`src/rtl/mca_pkg.sv`:
```
// mca_pkg: shared FSM state type and saturation limits for multichannel_accum
package mca_pkg;

   typedef enum logic {ACCUM, DRAIN} state_t;

   // Largest value representable in a w-bit two's-complement word
   function automatic logic signed [63:0] sat_max(input int w);
      return (64'sd1 <<< (w - 1)) - 64'sd1;
   endfunction

   // Smallest value representable in a w-bit two's-complement word
   function automatic logic signed [63:0] sat_min(input int w);
      return -(64'sd1 <<< (w - 1));
   endfunction

endpackage

```
`src/rtl/mca_sat_add.sv`:
```
// mca_sat_add: AW-bit signed adder, clamps when MULTICHANNEL_ACCUM_SAT_EN is defined, wraps otherwise
module mca_sat_add #(
   parameter int AW = 24
) (
   input  logic signed [AW-1:0] a,
   input  logic signed [AW-1:0] b,
   output logic signed [AW-1:0] sum
);

`ifdef MULTICHANNEL_ACCUM_SAT_EN
   localparam logic signed [AW-1:0] SMAX = AW'(mca_pkg::sat_max(AW));
   localparam logic signed [AW-1:0] SMIN = AW'(mca_pkg::sat_min(AW));
   logic signed [AW:0] wide;
   assign wide = {a[AW-1], a} + {b[AW-1], b};
   // A carry that disagrees with the sign bit means the true sum left the AW-bit range
   assign sum = (wide[AW] != wide[AW-1]) ? (wide[AW] ? SMIN : SMAX) : wide[AW-1:0];
`else
   assign sum = a + b;
`endif

endmodule

```
`src/rtl/multichannel_accum.sv`:
```
// multichannel_accum: per-channel signed accumulators drained in channel order after a last beat (MULTICHANNEL_ACCUM_SAT_EN selects saturating adds)
module multichannel_accum
   import mca_pkg::*;
#(
   parameter int DW  = 16,
   parameter int AW  = 24,
   parameter int NCH = 8
) (
   input  logic                    clk,
   input  logic                    rst,
   input  logic                    in_valid,
   output logic                    in_ready,
   input  logic [$clog2(NCH)-1:0]  in_ch,
   input  logic signed [DW-1:0]    in_data,
   input  logic                    in_last,
   output logic                    out_valid,
   input  logic                    out_ready,
   output logic [$clog2(NCH)-1:0]  out_ch,
   output logic signed [AW-1:0]    out_data,
   output logic                    ch_err
);

   localparam int CW = $clog2(NCH);

   state_t                 state;
   logic signed [AW-1:0]   acc [NCH];
   logic [CW-1:0]          idx;
   logic [CW-1:0]          rd;
   logic                   accept;
   logic                   ch_ok;
   logic                   xfer;
   logic                   last_idx;
   logic signed [AW-1:0]   ext;
   logic signed [AW-1:0]   sum;

   assign accept   = in_valid && in_ready;
   assign ch_ok    = 32'(in_ch) < NCH;
   assign xfer     = out_valid && out_ready;
   assign last_idx = 32'(idx) == NCH - 1;
   assign rd       = ch_ok ? in_ch : '0;
   assign ext      = AW'(in_data);
   assign out_ch   = idx;
   assign out_data = out_valid ? acc[idx] : '0;

   mca_sat_add #(.AW(AW)) u_add (
      .a   (acc[rd]),
      .b   (ext),
      .sum (sum)
   );

   // Window control: accumulate until a last beat, then hand out every channel once
   always_ff @(posedge clk) begin
      if (rst) begin
         state     <= ACCUM;
         in_ready  <= 1'b1;
         out_valid <= 1'b0;
         idx       <= '0;
         ch_err    <= 1'b0;
      end else if (state == ACCUM) begin
         if (accept && !ch_ok) ch_err <= 1'b1;
         if (accept && in_last) begin
            state     <= DRAIN;
            in_ready  <= 1'b0;
            out_valid <= 1'b1;
            idx       <= '0;
         end
      end else if (xfer) begin
         if (last_idx) begin
            state     <= ACCUM;
            in_ready  <= 1'b1;
            out_valid <= 1'b0;
            idx       <= '0;
         end else begin
            idx <= idx + 1'b1;
         end
      end
   end

   // Accumulators: add on an in-range beat, clear once the channel has been handed off
   always_ff @(posedge clk) begin
      for (int i = 0; i < NCH; i++) begin
         if (rst) acc[i] <= '0;
         else if (accept && ch_ok && 32'(in_ch) == i) acc[i] <= sum;
         else if (xfer && 32'(idx) == i) acc[i] <= '0;
      end
   end

endmodule

```
`config.mk`:
```
export PLATFORM = sky130hd
export DESIGN_NAME = multichannel_accum
export DESIGN_NICKNAME = d
export VERILOG_FILES = /design/src/rtl/mca_pkg.sv /design/src/rtl/mca_sat_add.sv /design/src/rtl/multichannel_accum.sv
export SDC_FILE = /design/constraint.sdc
export NUM_CORES = 1
export LEC_CHECK = 0
export ABC_AREA = 1
export BUFFER_PORTS_ARGS = -buffer_cell sky130_fd_sc_hd__buf_2
export CORE_ASPECT_RATIO = 1.1
export CORE_MARGIN = 4
export CORE_UTILIZATION = 60
export CTS_CLUSTER_DIAMETER = 150
export DETAILED_ROUTE_END_ITERATION = 7
export HOLD_SLACK_MARGIN = 0.05
export PLACE_DENSITY = 0.78
export RECOVER_POWER = 50
export SYNTH_ARGS = -nofsm -noshare
export SYNTH_HDL_FRONTEND = slang
export SYNTH_HIERARCHICAL = 1
export SYNTH_SLANG_ARGS = --single-unit
```
`constraint.sdc`:
```
create_clock -name clk -period 4.84 [get_ports clk]
set_input_delay 0.242 -clock clk [delete_from_list [all_inputs] [get_ports clk]]
set_output_delay 0.242 -clock clk [all_outputs]
set_load 0.05 [all_outputs]
```
-- Word-level counts from Yosys, hierarchy flattened
Memory sizes are Yosys's and may differ from the RTL's. A register that Yosys moved wholly into a read port is not among the register bits.
Cells that the tools add are included.
- muxes and demuxes: 93
- div/mod/pow operators: 0
- shift operators: 0
- add/sub/neg operators: 2
- $mul: 0
- equality and inequality tests: 16
- order comparisons: 0
- bitwise operators: 16
- reductions and logical operators: 24
- operators by type and width (kind ; number):
    two-way mux 24 bit ; 17
    two-way mux 1 bit ; 70
    adder 24 x 16 -> 24 bit ; 1
    equality test 3 bit, second input constant ; 8
    logical AND 1 bit ; 19
    two-way mux 3 bit ; 6
    bitwise OR 1 bit ; 16
    equality test 3 x 2 -> 1 bit, second input constant ; 4
    equality test 3 x 1 -> 1 bit, second input constant ; 2
    zero test 3 bit ; 2
    inequality test 2 x 1 -> 1 bit, second input constant ; 2
    adder 3 x 1 -> 3 bit, second input constant ; 1
    AND reduction 3 bit ; 1
    AND reduction 2 bit ; 1
    nonzero test 2 bit ; 1
- ROM bits: 0
- latch bits: 0
- bits in registers: 6
- bits of input ports: 24
- bits in writable memories: 192
- memories: 1
- memory list (memory ; depth ; width ; read ports ; clocked after Yosys merged registers in ; write ports ; RTL line ; source):
    acc ; 8 ; 24 ; 2 ; 1 ; 8 ; multichannel_accum.sv:26 ; logic signed [AW-1:0] acc [NCH];

-- Longest topological paths before layout
- word-level depth: 7
- mapped depth: 22

-- By module
The synthesis kept the hierarchy.
- by module, submodules not included (module ; area each (µm²) ; cells an instance ; sequential area each (µm²) ; instances):
    multichannel_accum ; 11385.9 ; 1541 ; 5945.7 ; 1
    mca_sat_add ; 1764.2 ; 354 ; 0.0 ; 1

-- Worst setup path before layout
OpenSTA, ideal clock, no wires.
- path kind: register to register
- start: reg in_ready
- end: mem acc[4][0], enable pin
- data required time: 4.402 ns
- setup time: 0.438 ns
- clock period less this slack: 3.268 ns
- buffers on the path: 0
- path slack: 1.572 ns
- stages on the path, launching flop included: 5
- arrival time: 2.829 ns
- path through: dfxtp_1 > nand2_2 > nor2_1 > inv_1 > o21ai_0
- RTL lines (what ; RTL line ; source):
    start: declaration ; multichannel_accum.sv:12 ; output logic in_ready,
    start signal: assignment ; multichannel_accum.sv:55 ; in_ready <= 1'b1;
    start signal: assignment ; multichannel_accum.sv:63 ; in_ready <= 1'b0;
    start signal: assignment ; multichannel_accum.sv:70 ; in_ready <= 1'b1;
    end: declaration ; multichannel_accum.sv:26 ;

==> results.yml <==
logic_synthesis:
  syn_area_um2: 13200
  synth_nets: 1949
  avgSynthCellArea_um2: 6.94
  seq_area_frac_synth: 0.452
  synth_seq_cells: 201
  synth.distinct_cells: 33
  yosysWarnings: 6
  synth_cells: 1895
cells_and_area:
  final_cells: 2223
  drive_gt1_frac: 0.0714
  final_area_um2: 14300
  final_cell_mix: "nand2_1 (531), nor2_1 (461), inv_1 (304), edfxtp_1 (192), nand3_1 (150)"
  antennaDiodeCount: 0
  nNetsFinal: 1971
  mostFrequentLayoutCell: "nand2_1"
  syn_to_final_growth_pct: 8.54
power_and_ir_drop:
  vdd_drop_max_uv: 323
  p_leak_nw: 7.11
  totalPowerFinal_mw: 4.51
  p_per_area_nw_per_um2: 316
drt:
  viasPerCell: 5.62
  dr.pass1.iters: 7
  num_vias: 12500
  drt_wl_total_mm: 40.3
  drcViolationCount: 0
  drt_iter0_drc: 1383
  ant_nets: 0
  wire_per_inst_um: 18.1
outcome:
  status: "finished, violations left"
  failed_checks: "max-capacitance violations, max-slew violations"
clocking:
  root_buffer: "clkbuf_16"
  path_clk_slew_ps: 60
  clock_latency_ps: 510
  hold_buffers: 1
  postCtsSetupBuffers: 0
  clockBufferDepth: 3
  cts_made_buffers: 22
  clock-sinks: 201
  h-tree-depth: 1
  cts_resized: 0
  cts_tree: "built"
die:
  initial_utilization: 0.613
  die_x_um: 149
  die_area_um2: 24400
  die_height_um: 163
  coreArea_um2: 21400
  rows: 56
  top_level_ports: 54
critical_path:
  r2r-start: "out_valid$_SDFFE_PP0P_"
  crit_type: "reg2reg"
  cp-startpoint: "out_valid$_SDFFE_PP0P_"
  cp.arrival_ps: 3840
  critPathLaunchType: "register"
  required_ps: 4960
  worst-path-max-fanout: 27
  endpoint_kind: "register"
global_routing:
  antenna_found_initial: 0
  grt_max_degree: 97
  grt_pass1_wl_mm: 62.3
  grt_use_total: 0.330
  grt_pass1_vias: 11800
  grt_remaining_overflow: 0
hold_path:
  hold_path.startpoint: "in_last"
  hp-class: "in2reg"
placed_design:
  placed_area_um2: 13600
  hpwl_mm: 24.8
  place_ws_ps: 1150
  io_buffers: 52
  placed_cells: 2182
  finalWeightedCongestion: 0.963
timing:
  worst_pin_slew_ps: 2000
  drv_slew: 28
  final.setup_skew_ps: 14.8
  hold_viol: 0
  fin_tns_setup_ps: 0
  fin_crit_sh: 0.769
  postLayoutSetupSlackWorst_ps: 1120
  fmax_mhz: 269
  slew-limit-headroom: -0.333
  setup_violations: 0
  rsz0062_at_grt: "no"
  fin_crit_ps: 3720
job:
  maxCapViolCount: 1
-- state kept, by name, indices dropped and copies added, names as in the netlist, named ones only --
| register | count |
|---|---|
| acc | 192 |
| out_ch | 3 |
| in_ready | 1 |
| out_valid | 1 |
| state | 1 |
-- cells by family after synthesis --
group | share of synthesized area
and+or+nand+nor | 0.363
xor gates and xnor gates | 0.00866
buffers and inverters | 0.119
AOI/OAI and AO/OA | 0.0279
other | 0.000285
DFF | 0.452
adders and majority gates | 0.0291
-- layout make-up --
type | instances | area [µm²]
flip-flops and latches | 201 | 5950
inverters | 311 | 1170
clock inverters | 12 | 78.8
fillers | 1922 | 7170
multi-input cells | 1300 | 5660
repair buffers | 81 | 459
well taps | 290 | 363
clock buffers | 28 | 594
-- cell usage after synthesis --
cell,number,area share
nor2_4,3,0.0026
nand4_1,7,0.0033
inv_2,6,0.0017
nor2_2,6,0.0029
conb_1,1,0.00029
edfxtp_1,192,0.44
o211ai_1,2,0.0011
o21ai_0,4,0.0015
xor2_1,11,0.0073
nand2_2,12,0.0057
nor3_2,2,0.0015
a31oi_1,1,0.00048
nor2_1,461,0.13
buf_4,5,0.0029
or2_2,1,0.00048
and2_4,1,0.00067
a21oi_1,65,0.025
inv_1,304,0.087
ha_1,29,0.028
fa_1,1,0.0015
dfxtp_1,9,0.014
buf_2,32,0.012
nor3_1,2,0.00076
nand3_1,151,0.057
clkinv_1,1,0.00029
nand3b_4,1,0.0015
nand3_2,2,0.0015
clkbuf_1,36,0.010
nand2_1,533,0.15
buf_6,3,0.0026
nand3b_1,2,0.0011
xnor2_1,2,0.0013
buf_1,7,0.0020
-- worst paths after layout --
kind / end / slack (ps) / cells past startpoint
max: acc[7][3]$_SDFFCE_PP0P_ / 1120 / 6
min: state$_SDFF_PP0_ / 130 / 3
max reg2reg: acc[7][3]$_SDFFCE_PP0P_ / 1120 / 6
min reg2reg: state$_SDFF_PP0_ / 520 / 2
-- worst max-delay path, stage by stage, from the launching register on --
cell and delay, ps:
dfxtp_1 300, clkbuf_1 1420, nand2_1 160, clkinv_1 260, nand2_1 170, nand2_1 120
clkbuf_1 880
-- power by group --
part | leakage (nW) | switching (mW) | total (mW) | internal, mW
Sequential | 2.08 | 0.0284 | 2.02 | 2.00
Combinational | 4.71 | 0.683 | 0.901 | 0.219
Clock | 0.326 | 0.670 | 1.59 | 0.918
-- per-layer routing --
layer / share of wire / global-route usage / vias to the layer above
met1: 0.38 / 0.452 / 5731
met2: 0.46 / 0.539 / 799
met5: 0 / 0 / -
li1: - / - / 5842
met4: 0.035 / 0.116 / 0
met3: 0.13 / 0.0502 / 121
-- stage by stage --
stage / hold slack (ps) / util
final: 134 / 0.666
after CTS: 126 / 0.667
after global routing: 161 / 0.666
after floorplan: 467 / -
after detailed placement: 502 / 0.635
after global placement: 493 / 0.635
Note: power is estimated with default switching activity, not from simulation.
